--- src/rtl/dispatch_stage.sv ---
// Dispatch stage: single-entry hold register between decode and the RS scheduler,
// plus the register-to-producer LUT that builds each instruction's dependency mask.
// Optional DISPATCH_STATS_EN adds saturating accept/stall counters.
module dispatch_stage #(
  parameter int NUM_FUS    = 4,
  parameter int RS_ENTRIES = 4,
  parameter int NUM_REGS   = 32,
  parameter int PKT_W      = 64,
  localparam int E     = RS_ENTRIES * NUM_FUS,
  localparam int IDX_W = $clog2(E),
  localparam int REG_W = $clog2(NUM_REGS)
) (
  input  logic             clk,
  input  logic             rst,
  input  logic             flush,
  input  logic             dec_valid,
  output logic             dec_ready,
  input  logic [PKT_W-1:0] dec_pkt,
  input  logic [REG_W-1:0] dec_rd,
  input  logic [REG_W-1:0] dec_rs1,
  input  logic [REG_W-1:0] dec_rs2,
  input  logic             dec_use_rs1,
  input  logic             dec_use_rs2,
  input  logic             dec_wr_rd,
  output logic             disp_valid,
  output logic [PKT_W-1:0] disp_pkt,
  output logic [E-1:0]     dependency_mask,
  input  logic             rs_full,
  input  logic [IDX_W-1:0] rs_entry_idx,
  input  logic             free_valid,
  input  logic [IDX_W-1:0] free_idx
`ifdef DISPATCH_STATS_EN
  ,
  output logic [31:0]      stat_disp_cnt,
  output logic [31:0]      stat_stall_cnt
`endif
);

  logic             valid_q, valid_d;
  logic [PKT_W-1:0] pkt_q, pkt_d;
  logic [REG_W-1:0] rd_q, rd_d;
  logic             wr_q, wr_d;
  logic [E-1:0]     mask_q, mask_d;

  logic             busy_q [NUM_REGS];
  logic             busy_d [NUM_REGS];
  logic [IDX_W-1:0] prod_q [NUM_REGS];
  logic [IDX_W-1:0] prod_d [NUM_REGS];

  logic             accept, xfer, held, acc_wr;
  logic             byp1, byp2;
  logic [E-1:0]     new_mask;

  // Producer resolution for one source: accept bypass first, then the
  // same-cycle writeback suppresses the bit.
  function automatic logic [E-1:0] dep_of(
    input logic             use_s,
    input logic [REG_W-1:0] s,
    input logic             byp,
    input logic [IDX_W-1:0] byp_idx,
    input logic             lut_busy,
    input logic [IDX_W-1:0] lut_prod,
    input logic             fv,
    input logic [IDX_W-1:0] fidx
  );
    logic             b;
    logic [IDX_W-1:0] p;
    dep_of = '0;
    b = byp ? 1'b1 : lut_busy;
    p = byp ? byp_idx : lut_prod;
    if (use_s && (s != '0) && b && !(fv && (fidx == p)))
      dep_of[p] = 1'b1;
  endfunction

  always_comb begin
    accept    = valid_q && !rs_full;
    held      = valid_q && rs_full;
    dec_ready = !valid_q || accept;
    xfer      = dec_valid && dec_ready;
    acc_wr    = accept && wr_q && (rd_q != '0);
    byp1      = acc_wr && (rd_q == dec_rs1);
    byp2      = acc_wr && (rd_q == dec_rs2);
    new_mask  = dep_of(dec_use_rs1, dec_rs1, byp1, rs_entry_idx,
                       busy_q[dec_rs1], prod_q[dec_rs1], free_valid, free_idx)
              | dep_of(dec_use_rs2, dec_rs2, byp2, rs_entry_idx,
                       busy_q[dec_rs2], prod_q[dec_rs2], free_valid, free_idx);
  end

  always_comb begin
    for (int unsigned r = 0; r < NUM_REGS; r++) begin
      busy_d[r] = busy_q[r];
      prod_d[r] = prod_q[r];
      if (free_valid && busy_q[r] && (prod_q[r] == free_idx))
        busy_d[r] = 1'b0;
      if (acc_wr && (rd_q == REG_W'(r))) begin
        busy_d[r] = 1'b1;
        prod_d[r] = rs_entry_idx;
      end
      if (flush)
        busy_d[r] = 1'b0;
    end
  end

  always_comb begin
    valid_d = valid_q;
    pkt_d   = pkt_q;
    rd_d    = rd_q;
    wr_d    = wr_q;
    mask_d  = mask_q;
    if (flush) begin
      valid_d = 1'b0;
      mask_d  = '0;
    end else if (xfer) begin
      valid_d = 1'b1;
      pkt_d   = dec_pkt;
      rd_d    = dec_rd;
      wr_d    = dec_wr_rd;
      mask_d  = new_mask;
    end else if (accept) begin
      valid_d = 1'b0;
      mask_d  = '0;
    end else if (held && free_valid) begin
      mask_d[free_idx] = 1'b0;
    end
  end

  always_ff @(posedge clk) begin
    if (rst) begin
      valid_q <= 1'b0;
      pkt_q   <= '0;
      rd_q    <= '0;
      wr_q    <= 1'b0;
      mask_q  <= '0;
      for (int unsigned r = 0; r < NUM_REGS; r++) begin
        busy_q[r] <= 1'b0;
        prod_q[r] <= '0;
      end
    end else begin
      valid_q <= valid_d;
      pkt_q   <= pkt_d;
      rd_q    <= rd_d;
      wr_q    <= wr_d;
      mask_q  <= mask_d;
      for (int unsigned r = 0; r < NUM_REGS; r++) begin
        busy_q[r] <= busy_d[r];
        prod_q[r] <= prod_d[r];
      end
    end
  end

  assign disp_valid      = valid_q;
  assign disp_pkt        = pkt_q;
  assign dependency_mask = mask_q;

`ifdef DISPATCH_STATS_EN
  logic [31:0] disp_cnt_q, stall_cnt_q;

  always_ff @(posedge clk) begin
    if (rst) begin
      disp_cnt_q  <= '0;
      stall_cnt_q <= '0;
    end else begin
      if (accept && (disp_cnt_q != '1))
        disp_cnt_q <= disp_cnt_q + 32'd1;
      if (held && (stall_cnt_q != '1))
        stall_cnt_q <= stall_cnt_q + 32'd1;
    end
  end

  assign stat_disp_cnt  = disp_cnt_q;
  assign stat_stall_cnt = stall_cnt_q;
`endif

endmodule
--- config.mk ---
export PLATFORM = sky130hd
export DESIGN_NAME = dispatch_stage
export DESIGN_NICKNAME = d
export VERILOG_FILES = /design/src/rtl/dispatch_stage.sv
export SDC_FILE = /design/constraint.sdc
export NUM_CORES = 1
export LEC_CHECK = 0
export ABC_CLOCK_PERIOD_IN_PS = 2600
export CORE_AREA = 3 3 170 172
export CTS_CLUSTER_DIAMETER = 40
export CTS_CLUSTER_SIZE = 16
export DETAILED_ROUTE_END_ITERATION = 6
export DIE_AREA = 0 0 173 175
export GPL_TIMING_DRIVEN = 0
export MAX_ROUTING_LAYER = met4
export PLACE_DENSITY = 0.77
export SLEW_MARGIN = 20
export SYNTH_ARGS = -nofsm -noshare
export SYNTH_HDL_FRONTEND = slang
export SYNTH_SLANG_ARGS = --single-unit
--- constraint.sdc ---
create_clock -name clk -period 2.6 [get_ports clk]
set_input_delay 0.52 -clock clk [delete_from_list [all_inputs] [get_ports clk]]
set_output_delay 0.52 -clock clk [all_outputs]
set_load 0.005 [all_outputs]
# Yosys cells after proc, flatten, opt, wreduce, memory -nomap -nowiden
# Memory sizes are Yosys's and may differ from the RTL's.
# Index checks and enable logic that the tools add are counted.
# totals
ff_bits	87
mem_count	2
ram_bits	160
inputBits	96
elab_cells	488
out_inout_bits	82
# op_classes
n_eq_ne	67
reduce_logical	128
n_bitwise	68
magnitude_cmp	6
mux	212
# mem_list
memory	words	word_bits	rd	rd_ports_with_merged_regs	write_ports	line	rtl
prod_q	32	4	34	0	32	47	logic [IDX_W-1:0] prod_q [NUM_REGS];
busy_q	32	1	34	0	32	45	logic busy_q [NUM_REGS];
# op_table
cell	count
$mux 4	66
$mux 1	138
$eq 4x4->1	34
$logic_and 1x1->1	115
$eq 5x5->1 const B	16
$mux 16	5
$or 1x1->1	64
$eq 5x4->1 const B	8
$eq 5x3->1 const B	4
$and 16x16->16	1
$not 16->16	1
$or 16x16->16	1
$lt 4x5->1 const B	3
$reduce_bool 5->1	3
$demux 1 s4	3
$ge 4x1->1 const B	3
$eq 5x2->1 const B	2
$eq 5x5->1	2
$eq 5x1->1 const B	1
$logic_not 5->1	1
$logic_not 1->1	4
$reduce_bool 3->1	1
$reduce_and 2->1	1
$reduce_bool 2->1	1
other kinds (3)	3

# Longest topological paths before layout
# depth
word_depth	13
ltp_mapped	13
mapped_depth_nobuf	9

# Least setup slack after synthesis
# OpenSTA, ideal clock, no wires.
# synth_timing
kind	input port to flip-flop
start	in dec_rs2[0]
end	reg mask_q[3] (netlist: dependency_mask[3])
arrival_ns	2.667
path_buffers	2
required_ns	2.477
path_stages	11
setup_ns	0.123
slack_ns	-0.190
cell_sequence	buf_6 > buf_12 > mux4_1 > mux2i_1 > a2bb2oi_1 > nand3_1 > mux2i_2 > xor2_1 > nand4_1 > a221oi_1 > nor2_1
# synth_via
elab_chain_len	10
elab_cells_between_ends	21
classes_between	order compare (2); eq/ne (2); mux (6); bitwise (1); reduce/logical (8); memory (2)
# synth_rtl
item	line	rtl
start: declaration	21	input logic [REG_W-1:0] dec_rs2,
parallel branches: the longest is 7 deep, another holds $lt 4x5->1	-	
$mux 16 (*)	71	if (use_s && (s != '0) && b && !(fv && (fidx == p)))
$or 16x16->16 (*)	85	| dep_of(dec_use_rs2, dec_rs2, byp2, rs_entry_idx,
$mux 16 (*)	113	end else if (xfer) begin
end signal: assignment	143	mask_q <= mask_d;
end: declaration	43	logic [E-1:0] mask_q, mask_d;
# Every way passes the cells marked *.
# A chain may end at the register's enable or synchronous reset.

# Worst setup path after layout
# layout_timing
start	reg rd_q[2]
end	reg mask_q[5] (netlist: dependency_mask[5])
# layout_via
elab_chain_len	11
elab_cells_between_ends	34
classes_between	order compare (4); eq/ne (4); mux (11); bitwise (1); reduce/logical (14)
# layout_rtl
item	line	rtl
start: declaration	41	logic [REG_W-1:0] rd_q, rd_d;
start signal: assignment	141	rd_q <= rd_d;
$reduce_bool 5->1	80	acc_wr = accept && wr_q && (rd_q != '0);
$logic_and 1x1->1	80	
$logic_and 1x1->1 (on tied branches)	81, 82	
$mux 4	70	p = byp ? byp_idx : lut_prod;
$lt 4x5->1 (implied by the code), or another cell as far along	72	dep_of[p] = 1'b1;
$logic_and 1x1->1 (on tied branches)	72, 71	
$mux 1 (implied by the code) / $logic_not 1->1 (equally long branches)	72, 71	
$demux 1 s4 / $logic_and 1x1->1 (equally long branches)	72, 71	
$mux 16	71	
$or 16x16->16 (*)	85	
$mux 16 (*)	113	
# Mark *: on every way between the ends. The rest lies on a longest branch, timed or not.

==> impl_metrics.env <==
export IMPL_globalRouteOverflowTotal=0
export IMPL_setup_viol=16
export IMPL_rr_startpoint="rd_q[2]$_SDFFE_PP0P_"
export IMPL_dp_hpwl_um=41800
export IMPL_synth_seq_cells=247
export IMPL_dpl_cell_area_um2=16300
export IMPL_start_util_pct=50.8
export IMPL_slew_violations=0
export IMPL_drt_vias_per_instance=6.26
export IMPL_dieArea_um2=30300
export IMPL_insertion_delay_ns=0.53
export IMPL_setup_ws_ns=-0.291
export IMPL_postCtsHoldBufs=0
export IMPL_ff_latch_area_um2=4950
export IMPL_reg2reg_depth=9
export IMPL_clockBufferDepth=3
export IMPL_clk_pin_slew_worst_paths_ns=0.05
export IMPL_fin_crit_ns=2.89
export IMPL_syn_area_um2=14000
export IMPL_ys_warn_count=0
export IMPL_nets=1941
export IMPL_row_count=61
export IMPL_synth_edf_count=0
export IMPL_start_kind="flip-flop"
export IMPL_worstPathArrival_ns=3.33
export IMPL_grt_pass1_wl_um=84100
export IMPL_final_hold_viol_count=0
export IMPL_required_ns=3.04
export IMPL_avgSynthCellArea_um2=8.76
export IMPL_io_pins=178
export IMPL_first_global_vias=13905
export IMPL_powerDensity_nw_per_um2=562
export IMPL_stdcell_area_um2=18400
export IMPL_final_cells=2252
export IMPL_whs_endpoint="prod_q[10][3]$_SDFFE_PP0P_"
export IMPL_drc=2
export IMPL_worstHoldStart="rs_entry_idx[3]"
export IMPL_max_freq_ghz=0.346
export IMPL_area_delta_synth_final_pct=31.5
export IMPL_n_fill_cell=2277
export IMPL_min_path_type="primary input to flip-flop"
export IMPL_cts_buffers=37
export IMPL_drt_wl_total_um=57200
export IMPL_core_area_um2=27600
export IMPL_rsz0062_at_grt="yes"
export IMPL_synth_cell_types=75
export IMPL_crit_path_max_fanout=3
export IMPL_critPathKind="flip-flop to flip-flop"
export IMPL_placedCellCount=2149
export IMPL_yosysSeqAreaShare_pct=35.3
export IMPL_ys_async_sr_fraction_pct=0
export IMPL_grt_antenna_before_repair=2
export IMPL_drive_above_1_share_pct=15.6
export IMPL_io_buffer_count=170
export IMPL_hold_depth=3
export IMPL_multiInputGateArea_um2=8870
export IMPL_end_kind="flip-flop"
export IMPL_wl_per_cell_um=25.4
export IMPL_dr_pass1_iters=7
export IMPL_clock_skew_ns=0.0174
export IMPL_max_cap_viol_count=0
export IMPL_layout_commonest_cell="dfxtp_1"
export IMPL_cts_tree="done"
export IMPL_final_cell_mix="dfxtp_1 (244), nand2_1 (239), clkdlybuf4s50_1 (162)"
export IMPL_ys_flop_type="dfxtp_1"
export IMPL_die_h_um=175
export IMPL_detail_route_antenna_nets=0
export IMPL_synthesis_nets=1697
export IMPL_num_vias=14100
export IMPL_rr_endpoint="dependency_mask[5]$_SDFFE_PP0P_"
export IMPL_max_slew_margin_pct=20.4
export IMPL_ff2ff_setup_slack_ns=-0.29
export IMPL_period_share_pct=111
export IMPL_grt_usage_pct=37.4
export IMPL_violations="DRC, setup timing"
export IMPL_grt_max_degree=14
export IMPL_status="finished, violations left"
export IMPL_ir_worst_vdd_v=0.000425
export IMPL_finalWeightedCongestion=1.05
export IMPL_fin_hold_ws_ns=0.414
export IMPL_cts_max_level=2
export IMPL_drtIter0Drc=1769
export IMPL_worst_pin_slew_ns=1.19
export IMPL_cts_root_buf="clkbuf_16"
export IMPL_netlist_instances=1601
export IMPL_fp_dieW_um=173
export IMPL_p_leak_nw=6.83
export IMPL_clock_sinks=247
## worst max-delay path, cell delays in order, from the launching register on
cell and delay [ns]:
dfxtp_1 0.44, nor4_4 0.08, o21a_1 0.21, or4b_4 0.61
buf_8 0.17, o211ai_1 0.23, o221ai_4 0.26, o21bai_4 0.25
or3_4 0.37, o221ai_2 0.16
## Yosys cell counts, types with 25 or more instances
master	instances	share of area, %
dfxtp_1	247	35
a21oi_1	164	5.9
mux4_2	38	6.1
mux2i_1	154	11
a22oi_1	25	1.3
nand3_1	72	2.6
nand2_1	240	6.4
nor3_1	30	1.1
xnor2_1	35	2.2
clkbuf_1	84	2.2
xor2_1	106	6.6
nor2_1	154	4.1
## logic make-up (layout without fill, tap and decap cells)
kind of cell	count (synthesis)	count (layout)	synth area share, %
simple gates	577	577	18.2
compound gates	291	291	13.1
flops	247	247	35.3
mux	207	207	19.4
xor+xnor	142	142	8.92
buf+inv	137	408	5.10
other cells	0	2	0
## power by group
group | switching, mW | total [mW] | leakage [nW] | internal [mW]
Clock | 1.97 | 5.05 | 0.604 | 3.08
Sequential | 0.0306 | 3.87 | 2.00 | 3.84
Combinational | 0.861 | 1.45 | 4.23 | 0.590
Total | 2.86 | 10.4 | 6.83 | 7.51
## sequential cells by signal (all words and copies together) (netlist names)
signal / cells
prod_q: 128
disp_pkt: 64
busy_q: 32
dependency_mask: 16
rd_q: 5
disp_valid: 1
wr_q: 1
## worst max path at each step
stage,cells past startpoint,start,slack [ns],to
finish,9,rd_q[2]$_SDFFE_PP0P_,-0.29,dependency_mask[5]$_SDFFE_PP0P_
global route,9,rd_q[4]$_SDFFE_PP0P_,-0.31,dependency_mask[9]$_SDFFE_PP0P_
CTS,9,rd_q[4]$_SDFFE_PP0P_,-0.22,dependency_mask[13]$_SDFFE_PP0P_
detailed placement,13,dec_rs1[1],-1.73,dependency_mask[6]$_SDFFE_PP0P_
global placement,13,dec_rs1[1],-1.77,dependency_mask[7]$_SDFFE_PP0P_
floorplan,11,dec_rs2[0],-0.14,dependency_mask[11]$_SDFFE_PP0P_
## layer usage
metal / up-vias / track usage, % / share of wire (%)
li1: 6152 / - / -
met1: 6781 / 45.1 / 38
met2: 906 / 59.7 / 45
met3: 261 / 8.78 / 11
met4: 0 / 17.6 / 6.1
met5: - / - / 0
## repair_timing
action,CTS,global route
cloned,0,0
setup buffers,22,13
hold endpoints to repair,0,0
resized for setup,100,65
pin swaps,20,37
setup endpoints to repair,54,51
## layout make-up
cell class	count	share of cell area, %
antenna	2	0.0271
sequential	247	26.8
timing repair buffer	205	10.8
clock inverter	25	1.50
inverter	7	0.156
multi-input combinational	1217	48.1
tap	378	2.56
buffer	130	4.70
clock buffer	41	5.32
## stage by stage
stage | util [%] | setup slack, ns | setup TNS [ns] | total power, mW
2_1_floorplan | - | -0.135 | -0.911 | 4.64
3_3_place_gp | 58.9 | -1.77 | -96.27 | 5.20
3_5_place_dp | 58.9 | -1.73 | -93.94 | 5.21
4_1_cts | 65.4 | -0.217 | -2.28 | 10.3
5_1_grt | 66.8 | -0.313 | -3.86 | 10.6
6_report | 66.8 | -0.291 | -3.37 | 10.4
Power figures use the tool's default switching activity.
